### config.mk
export PLATFORM = sky130hd
export DESIGN_NAME = stepper_move_arbiter_flat
export DESIGN_NICKNAME = d
export VERILOG_FILES = /design/src/rtl/stepper_move_arbiter_if.sv /design/src/rtl/stepper_move_arbiter.sv /design/src/flat_wrapper.sv
export SDC_FILE = /design/constraint.sdc
export NUM_CORES = 1
export LEC_CHECK = 0
export CAP_MARGIN = 10
export CORE_MARGIN = 8
export CORE_UTILIZATION = 35
export DETAILED_ROUTE_END_ITERATION = 7
export GPL_ROUTABILITY_DRIVEN = 1
export PLACE_DENSITY = 0.6
export SYNTH_ARGS = -nofsm -noshare
export SYNTH_HDL_FRONTEND = slang
export SYNTH_SLANG_ARGS = --single-unit
### constraint.sdc
create_clock -name CLK -period 3.72 [get_ports CLK]
set_input_delay 0.372 -clock CLK [delete_from_list [all_inputs] [get_ports CLK]]
set_output_delay 0.372 -clock CLK [all_outputs]
set_load 0.005 [all_outputs]
### src/rtl/stepper_move_arbiter_if.sv
// Requester/motor-side bundle of the stepper move arbiter: move requests in,
// grant/completion handshake, position and coil phases out.
interface stepper_move_arbiter_if #(
   parameter int CNT_W = 16,
   parameter int POS_W = 16
);
   logic             EN;
   logic [2:0]       req;
   logic [2:0]       dir;
   logic [CNT_W-1:0] steps_qr;
   logic [CNT_W-1:0] steps_geo;
   logic [CNT_W-1:0] steps_gps;
   logic [2:0]       gnt;
   logic [2:0]       done;
   logic             busy;
   logic [POS_W-1:0] pos;
   logic [3:0]       M_OUT;

   modport master (
      output EN, req, dir, steps_qr, steps_geo, steps_gps,
      input  gnt, done, busy, pos, M_OUT
   );

   modport slave (
      input  EN, req, dir, steps_qr, steps_geo, steps_gps,
      output gnt, done, busy, pos, M_OUT
   );
endinterface

### src/rtl/stepper_move_arbiter.sv
// Round-robin arbiter sharing one full-step phase driver between the QR,
// heading and latitude move requesters; paces steps and tracks position.
module stepper_move_arbiter #(
   parameter int STEP_DIV = 1000,
   parameter int CNT_W    = 16,
   parameter int POS_W    = 16,
   parameter int SETTLE   = 100
) (
   input logic                 CLK,
   input logic                 RST,
   stepper_move_arbiter_if.slave bus
);
   localparam int TMR_W = $clog2(STEP_DIV);
   localparam int SET_W = (SETTLE > 1) ? $clog2(SETTLE) : 1;

   typedef enum logic [1:0] {S_IDLE, S_RUN, S_ZERO, S_SETTLE} state_t;

   state_t           state_q, state_n;
   logic [2:0]       gnt_q, gnt_n, done_q, done_n;
   logic             busy_q, busy_n, dir_q, dir_n;
   logic [1:0]       ptr_q, ptr_n, win_idx;
   logic             win_vld;
   logic [POS_W-1:0] pos_q, pos_n;
   logic [3:0]       phase_q, phase_n;
   logic [CNT_W-1:0] rem_q, rem_n, steps_sel;
   logic [TMR_W-1:0] tmr_q, tmr_n;
   logic [SET_W-1:0] cnt_q, cnt_n;

   function automatic logic [1:0] rr_idx(input logic [1:0] p, input int i);
      int k;
      k = int'(p) + i;
      if (k >= 3) k = k - 3;
      return k[1:0];
   endfunction

   // From an unenergised (0000) or illegal pattern the reverse direction
   // enters at the top of the sequence; illegal patterns de-energise.
   function automatic logic [3:0] nxt_phase(input logic [3:0] ph, input logic fwd);
      case (ph)
         4'b0000: return fwd ? 4'b0001 : 4'b1000;
         4'b0001: return fwd ? 4'b0010 : 4'b1000;
         4'b0010: return fwd ? 4'b0100 : 4'b0001;
         4'b0100: return fwd ? 4'b1000 : 4'b0010;
         4'b1000: return fwd ? 4'b0001 : 4'b0100;
         default: return 4'b0000;
      endcase
   endfunction

   // Search starts one past the last winner, so a requester that stays
   // asserted falls behind everyone else still waiting.
   always_comb begin
      win_vld = 1'b0;
      win_idx = ptr_q;
      for (int i = 1; i <= 3; i++) begin
         if (!win_vld && bus.req[rr_idx(ptr_q, i)]) begin
            win_vld = 1'b1;
            win_idx = rr_idx(ptr_q, i);
         end
      end
   end

   always_comb begin
      case (win_idx)
         2'd0:    steps_sel = bus.steps_qr;
         2'd1:    steps_sel = bus.steps_geo;
         default: steps_sel = bus.steps_gps;
      endcase
   end

   always_comb begin
      state_n = state_q;
      gnt_n   = gnt_q;
      done_n  = done_q;
      ptr_n   = ptr_q;
      dir_n   = dir_q;
      pos_n   = pos_q;
      phase_n = phase_q;
      rem_n   = rem_q;
      tmr_n   = tmr_q;
      cnt_n   = cnt_q;
      case (state_q)
         S_IDLE: begin
            if (bus.EN && win_vld) begin
               gnt_n   = 3'b001 << win_idx;
               ptr_n   = win_idx;
               dir_n   = bus.dir[win_idx];
               rem_n   = steps_sel;
               tmr_n   = TMR_W'(STEP_DIV - 1);
               state_n = (steps_sel == '0) ? S_ZERO : S_RUN;
            end
         end
         S_RUN, S_ZERO: begin
            // done is held for exactly one cycle, paused or not
            if (|done_q) begin
               done_n  = 3'b000;
               gnt_n   = 3'b000;
               cnt_n   = SET_W'(SETTLE - 1);
               state_n = S_SETTLE;
            end else if (state_q == S_ZERO) begin
               done_n = gnt_q;
            end else if (bus.EN) begin
               if (tmr_q != '0) begin
                  tmr_n = tmr_q - 1'b1;
               end else begin
                  phase_n = nxt_phase(phase_q, dir_q);
                  rem_n   = rem_q - 1'b1;
                  pos_n   = dir_q ? pos_q + 1'b1 : pos_q - 1'b1;
                  tmr_n   = TMR_W'(STEP_DIV - 1);
                  if (rem_q == CNT_W'(1)) done_n = gnt_q;
               end
            end
         end
         S_SETTLE: begin
            if (cnt_q == '0) state_n = S_IDLE;
            else             cnt_n   = cnt_q - 1'b1;
         end
         default: state_n = S_IDLE;
      endcase
   end

   assign busy_n = (state_n != S_IDLE);

   always_ff @(posedge CLK or posedge RST) begin
      if (RST) begin
         state_q <= S_IDLE;
         gnt_q   <= '0;
         done_q  <= '0;
         busy_q  <= 1'b0;
         ptr_q   <= 2'd2;
         dir_q   <= 1'b0;
         pos_q   <= '0;
         phase_q <= '0;
         rem_q   <= '0;
         tmr_q   <= '0;
         cnt_q   <= '0;
      end else begin
         state_q <= state_n;
         gnt_q   <= gnt_n;
         done_q  <= done_n;
         busy_q  <= busy_n;
         ptr_q   <= ptr_n;
         dir_q   <= dir_n;
         pos_q   <= pos_n;
         phase_q <= phase_n;
         rem_q   <= rem_n;
         tmr_q   <= tmr_n;
         cnt_q   <= cnt_n;
      end
   end

   // Coils released whenever the motor is disabled; phase_q keeps the position.
   assign bus.M_OUT = bus.EN ? phase_q : 4'b0000;
   assign bus.gnt   = gnt_q;
   assign bus.done  = done_q;
   assign bus.busy  = busy_q;
   assign bus.pos   = pos_q;
endmodule

### src/flat_wrapper.sv
// flat-port wrapper written by rule: the top's interface ports become plain ports
module stepper_move_arbiter_flat 
#(
   parameter int STEP_DIV = 1000,
   parameter int CNT_W    = 16,
   parameter int POS_W    = 16,
   parameter int SETTLE   = 100
)
  (CLK, RST, bus_EN, bus_req, bus_dir, bus_steps_qr, bus_steps_geo, bus_steps_gps, bus_gnt, bus_done, bus_busy, bus_pos, bus_M_OUT);
  stepper_move_arbiter_if #(.CNT_W(CNT_W), .POS_W(POS_W)) bus_i ();
  input logic CLK;
  input logic RST;
  input wire logic [$bits(bus_i.EN)-1:0] bus_EN;
  input wire logic [$bits(bus_i.req)-1:0] bus_req;
  input wire logic [$bits(bus_i.dir)-1:0] bus_dir;
  input wire logic [$bits(bus_i.steps_qr)-1:0] bus_steps_qr;
  input wire logic [$bits(bus_i.steps_geo)-1:0] bus_steps_geo;
  input wire logic [$bits(bus_i.steps_gps)-1:0] bus_steps_gps;
  output wire logic [$bits(bus_i.gnt)-1:0] bus_gnt;
  output wire logic [$bits(bus_i.done)-1:0] bus_done;
  output wire logic [$bits(bus_i.busy)-1:0] bus_busy;
  output wire logic [$bits(bus_i.pos)-1:0] bus_pos;
  output wire logic [$bits(bus_i.M_OUT)-1:0] bus_M_OUT;
  assign bus_i.EN = bus_EN;
  assign bus_i.req = bus_req;
  assign bus_i.dir = bus_dir;
  assign bus_i.steps_qr = bus_steps_qr;
  assign bus_i.steps_geo = bus_steps_geo;
  assign bus_i.steps_gps = bus_steps_gps;
  assign bus_gnt = bus_i.gnt;
  assign bus_done = bus_i.done;
  assign bus_busy = bus_i.busy;
  assign bus_pos = bus_i.pos;
  assign bus_M_OUT = bus_i.M_OUT;
  stepper_move_arbiter #(.STEP_DIV(STEP_DIV), .CNT_W(CNT_W), .POS_W(POS_W), .SETTLE(SETTLE)) u_core (.CLK(CLK), .RST(RST), .bus(bus_i));
endmodule
==> impl_metrics.json, run 1 <==
{
  "status": "complete, no violations",
  "tightest_slew_ps": 824,
  "wirelength_mm": 12.5,
  "switching_share": 0.219,
  "clock_sinks": 65,
  "netlist.area_leader.share": 0.334,
  "worstPathRequired_ps": 3940,
  "synth_warnings": 0,
  "final_cell_mix": "clkdlybuf4s50_1 (83), dfrtp_1 (64), nand2_1 (60)",
  "layout_commonest_cell": "clkdlybuf4s50_1",
  "ant_nets": 0,
  "cts_setup_buffers": 0,
  "hpwl_mm": 9.57,
  "fin_cells": 833,
  "area_growth_syn_to_layout_pct": 29.0,
  "yosys.area.top_type": "dfrtp_1",
  "ys_top_cells_by_area": "dfrtp_1 (33%), ha_1 (6.8%), mux2i_1 (5.0%)",
  "setup_total_negative_slack_ps": 0,
  "fill_cells": 1264,
  "path_max_fanout": 15,
  "rows": 42,
  "setup_viol": 0,
  "power_density_mw_per_mm2": 303,
  "portBuffers": 83,
  "ioPinCount": 84,
  "cts_root_buffer": "clkbuf_16",
  "die_y_um": 133,
  "tritoncts": "built",
  "grt_usage": 0.142,
  "ctsHoldBuffers": 0,
  "die-width_um": 133,
  "maxCapViolations": 0,
  "hp-class": "flop to flop",
  "grt_pass1_vias": 4331,
  "drtIter0Drc": 320,
  "grt_pass1_wl_mm": 21.1,
  "reg2regPathDepth": 11,
  "r2r_setup_slack_ps": 350,
  "syn_nets": 651,
  "drt-pass1-iter-count": 4,
  "layout-drive-gt1-share": 0.0761,
  "final_hold_viol_count": 0,
  "clkPwrFrac": 0.516,
  "cts_made_buffers": 9,
  "min_period_ps": 3370,
  "maxSlewHeadroom": 0.450,
  "syn_area_mm2": 0.00479,
  "skew_ps": 8.60,
  "placed_area_mm2": 0.00585,
  "ys_async_sr_fraction": 1.00,
  "drc": 0,
  "dpl.cell_count": 818,
  "post_drt_wl_per_cell_um": 15.0,
  "fin_crit_sh": 0.907,
  "cts_resized": 0,
  "start_util": 0.361,
  "end_kind": "flop",
  "grt_max_degree": 39,
  "ys.flop_type": "dfrtp_1",
  "power_leakage_nw": 2.79,
  "synthCells": 567,
  "startpoint_type": "flop",
  "htree_levels": 3,
  "gp_congestion": 0.881,
  "p_int_mw": 1.46,
  "dieArea_mm2": 0.0177,
  "whs_path_depth": 1,
  "rsz0062_at_grt": "false",
  "finalNetCount": 737,
  "dr_total_vias": 4435,
  "grt-ovfl-total": 0,
  "p_comb_frac": 0.101,
  "coreArea_mm2": 0.0133,
  "yosys_register_bits": 65,
  "antenna_cells": 0,
  "final_area_mm2": 0.00618,
  "vdd_drop_max_v": 0.000244,
  "critPathKind": "flop to flop",
  "p_seq_frac": 0.383,
  "finalMaxSlewViolations": 0,
  "clk_pin_slew_worst_paths_ps": 60,
  "vias_per_cell": 5.32,
  "ys_seq_area_frac": 0.340,
  "insertion_delay_ps": 340,
  "fin_util": 0.465,
  "clockBufferDepth": 2,
  "grt_antenna_before_repair": 0,
  "worstPathArrival_ps": 3590,
  "syn_area_per_cell_um2": 8.46,
  "synth_edf_count": 0,
  "synthDistinctLibCells": 65,
  "switchingPower_uw": 411,
  "max_freq_mhz": 296
}
## per-stage QoR
stage | setup WS [ps] | hold slack, ps | total power, mW
global placement | 428 | 456 | 0.918
global route | 45.4 | 499 | 1.95
detailed placement | 352 | 458 | 0.920
floorplan | 637 | 463 | 0.828
finish | 347 | 465 | 1.87
CTS | 354 | 470 | 1.90
## worst paths after layout
check	startpoint	end
worst min register to register	u_core.bus.pos[15]	u_core.bus.pos[15]
max in group asynchronous	RST	u_core.rem_q[15]
worst min-delay path	u_core.bus.pos[15]	u_core.bus.pos[15]
worst max-delay path	u_core.ptr_q[0]	u_core.tmr_q[7]
worst max register to register	u_core.ptr_q[0]	u_core.tmr_q[7]
min in group asynchronous	RST	u_core.bus.pos[4]
## synthesized netlist by cell type, types with 8 or more instances
| cell | n |
|---|---|
| nor3_1 | 20 |
| xor2_1 | 12 |
| a21oi_1 | 37 |
| nor2_1 | 41 |
| nand3_1 | 8 |
| mux2i_1 | 24 |
| ha_1 | 26 |
| o32ai_1 | 17 |
| a21o_1 | 13 |
| clkbuf_1 | 10 |
| buf_2 | 9 |
| xnor2_1 | 10 |
| o21ai_0 | 38 |
| nand2_1 | 60 |
| inv_1 | 58 |
| dfrtp_1 | 64 |
| a22o_1 | 8 |
## power groups by stage
stage               registers, mW  logic (mW)  clock network [mW]
CTS                         0.718       0.190               0.989
global placement            0.730       0.188                   0
global route                0.719       0.209                1.02
floorplan                   0.729      0.0990                   0
detailed placement          0.731       0.189                   0
finish                      0.718       0.188               0.967
## metal layers
layer	part of all wire	track usage	vias to the layer above
met2	0.49	0.242	88
met1	0.45	0.173	2119
met4	0.014	0.0379	0
met3	0.042	0.0390	14
met5	0	0	-
li1	-	-	2214
## state kept, by name, indices dropped and copies added, names as in the netlist
name,flops
u_core.bus.pos,16
u_core.cnt_q,7
u_core.phase_q,4
u_core.bus.busy,1
u_core.state_q,2
u_core.rem_q,16
u_core.bus.done,3
u_core.ptr_q,2
u_core.bus.gnt,3
u_core.dir_q,1
u_core.tmr_q,10
## final cells by class
cell class,instances,area (µm²),area share
clock buffer,10,229,0.0370
multi-input combinational,421,2840,0.459
inverter,58,218,0.0352
clock inverter,5,105,0.0170
sequential,65,1630,0.263
tap,176,220,0.0356
timing repair buffer,98,943,0.153
## cells by family after synthesis
kind of cell	after synthesis	synth area share
AOI/OAI and AO/OA	162	0.232
xor gates and xnor gates	22	0.0402
adders and majority gates	27	0.0720
buffers and inverters	81	0.0681
DFF	65	0.340
muxes	32	0.0705
and+or+nand+nor	178	0.177
## worst max-delay path, stage by stage (launching register included)
cell and delay [ps]:
dfrtp_1 500, inv_1 140, ha_1 520, nor3b_2 320
a21o_2 170, o311ai_4 150, a221o_1 440, buf_4 210
or3_1 410, nor3_1 200, xnor2_1 140, nand2_1 60
No activity file was read; power rests on OpenSTA's default activity.
==> run 2, diff against run 1 <==
--- a/config.mk
+++ b/config.mk
@@ -5,6 +5,7 @@
 export SDC_FILE = /design/constraint.sdc
 export NUM_CORES = 1
 export LEC_CHECK = 0
+export ABC_CLOCK_PERIOD_IN_PS = 3720
 export CAP_MARGIN = 10
 export CORE_MARGIN = 8
 export CORE_UTILIZATION = 35
==> results of run 2 <==
Final layout, timing and power as in run 1 (identical DEF).
==> run 3, diff against run 2 <==
--- a/config.mk
+++ b/config.mk
@@ -7,7 +7,7 @@
 export LEC_CHECK = 0
 export ABC_CLOCK_PERIOD_IN_PS = 3720
 export CAP_MARGIN = 10
-export CORE_MARGIN = 8
+export CORE_MARGIN = 2
 export CORE_UTILIZATION = 35
 export DETAILED_ROUTE_END_ITERATION = 7
 export GPL_ROUTABILITY_DRIVEN = 1
==> impl_metrics.json, run 3 (same netlist as run 1, synthesis figures left out) <==
{
  "status": "complete, no violations",
  "post_drt_wl_per_cell_um": 14.4,
  "path_max_fanout": 21,
  "end_kind": "flop",
  "worstPathArrival_ps": 3600,
  "vias_per_cell": 5.37,
  "grt_antenna_before_repair": 0,
  "final_cell_mix": "clkdlybuf4s50_1 (83), dfrtp_1 (64), nand2_1 (60)",
  "vdd_drop_max_v": 0.000159,
  "final_hold_viol_count": 0,
  "tritoncts": "built",
  "grt_max_degree": 37,
  "tightest_slew_ps": 626,
  "dr_total_vias": 4464,
  "path_cells": "inv_1 > ha_1 > mux2_4 > a21o_2 > nor2_1 > a221o_1 > buf_12 > mux2i_1 > nand4_1 > nor4_1 > nor3_1",
  "worstPathRequired_ps": 3920,
  "drt-pass1-iter-count": 5,
  "placed_area_mm2": 0.00584,
  "rsz0062_at_grt": "false",
  "portBuffers": 83,
  "coreArea_mm2": 0.0133,
  "rows": 42,
  "insertion_delay_ps": 330,
  "power_leakage_nw": 2.76,
  "cts_root_buffer": "clkbuf_16",
  "clk_pin_slew_worst_paths_ps": 60,
  "max_freq_mhz": 294,
  "fin_crit_sh": 0.913,
  "pre_cts_ws_ps": 203,
  "grt_pass1_vias": 4276,
  "cts_resized": 0,
  "gp_congestion": 0.888,
  "start_util": 0.361,
  "grt_pass1_wl_mm": 20.3,
  "cts_made_buffers": 9,
  "finalMaxSlewViolations": 0,
  "clockBufferDepth": 2,
  "finalNetCount": 734,
  "wirelength_mm": 12.0,
  "cpPeakStageDelay_ps": 510,
  "ant_nets": 0,
  "setup_viol": 0,
  "cts_setup_buffers": 0,
  "rr_startpoint": "u_core.ptr_q[0]",
  "fin_ws_ps": 323,
  "skew_ps": 8.27,
  "hp-class": "primary input to asynchronous set/reset pin",
  "power_density_mw_per_mm2": 276,
  "setup_total_negative_slack_ps": 0,
  "drc": 0,
  "layout_commonest_cell": "clkdlybuf4s50_1",
  "r2r_end": "u_core.state_q[0]",
  "dieArea_mm2": 0.0147,
  "min_period_ps": 3400,
  "setup.worst_path.start": "u_core.ptr_q[0]",
  "maxCapViolations": 0,
  "reg2regPathDepth": 11,
  "grt-ovfl-total": 0,
  "grt_usage": 0.170,
  "htree_levels": 3,
  "maxSlewHeadroom": 0.582,
  "clock_sinks": 65,
  "finalPower_mw": 1.69,
  "antenna_cells": 0,
  "ioPinCount": 84,
  "ctsHoldBuffers": 0,
  "layout-drive-gt1-share": 0.0748,
  "r2r_setup_slack_ps": 320,
  "area_growth_syn_to_layout_pct": 27.6,
  "critPathSlowestCell": "dfrtp_1",
  "critPathKind": "flop to flop",
  "final_area_mm2": 0.00612,
  "die_y_um": 121,
  "drtIter0Drc": 351,
  "startpoint_type": "flop",
  "hpwl_mm": 9.05,
  "die-width_um": 121
}
-- run 3: cell count changes in the layout (fill, tap and decap cells not counted), sizes merged --
cell | before | now
clkinv | 0 | 4
buf | 15 | 12
bufinv | 3 | 0
clkbuf | 10 | 11
clkinvlp | 2 | 1
-- run 3: layer usage --
metal  vias up  wire, µm  global-route usage
li1       2194         -                   -
met3        19       552              0.0310
met4         0       168              0.0472
met2       125      5810               0.291
met1      2126      5450               0.219
met5         -         0                   0
-- run 3: power breakdown --
| group | internal [mW] | switching, mW |
|---|---|---|
| clock network | 0.466 | 0.315 |
| registers | 0.712 | 0.00597 |
| logic | 0.100 | 0.0890 |
| total | 1.28 | 0.409 |
-- run 3: through the flow --
step	util	hold slack (ps)	std cells
after floorplan	-	463	567
after global placement	0.439	458	815
after detailed placement	0.439	467	815
after CTS	0.460	469	831
after global routing	0.460	513	831
final	0.460	441	831
-- run 3: worst max path at each step --
stage,end,cells after the start
6_report,u_core.state_q[0],11
5_1_grt,u_core.state_q[1],11
4_1_cts,u_core.rem_q[6],10
3_5_place_dp,u_core.rem_q[6],10
3_3_place_gp,u_core.rem_q[6],10
2_1_floorplan,u_core.rem_q[6],12
-- run 3: worst max-delay path: cells and delay by family (launching register included) --
kind                     cells  cell delay (ps)
multiplexers                 2              640
flip-flops                   1              510
buffers and inverters        2              360
adder cells (fa/ha/maj)      1              290
AO/OA/AOI/OAI                2              560
AND/OR/NAND/NOR              4              880
-- run 3: final cells by class --
type	instances	area (µm²)
clock buffer	11	243
timing repair buffer	95	933
fill	1285	7180
inverter	58	218
multi-input combinational	421	2840
sequential	65	1630
clock inverter	5	31.3
tap	176	220
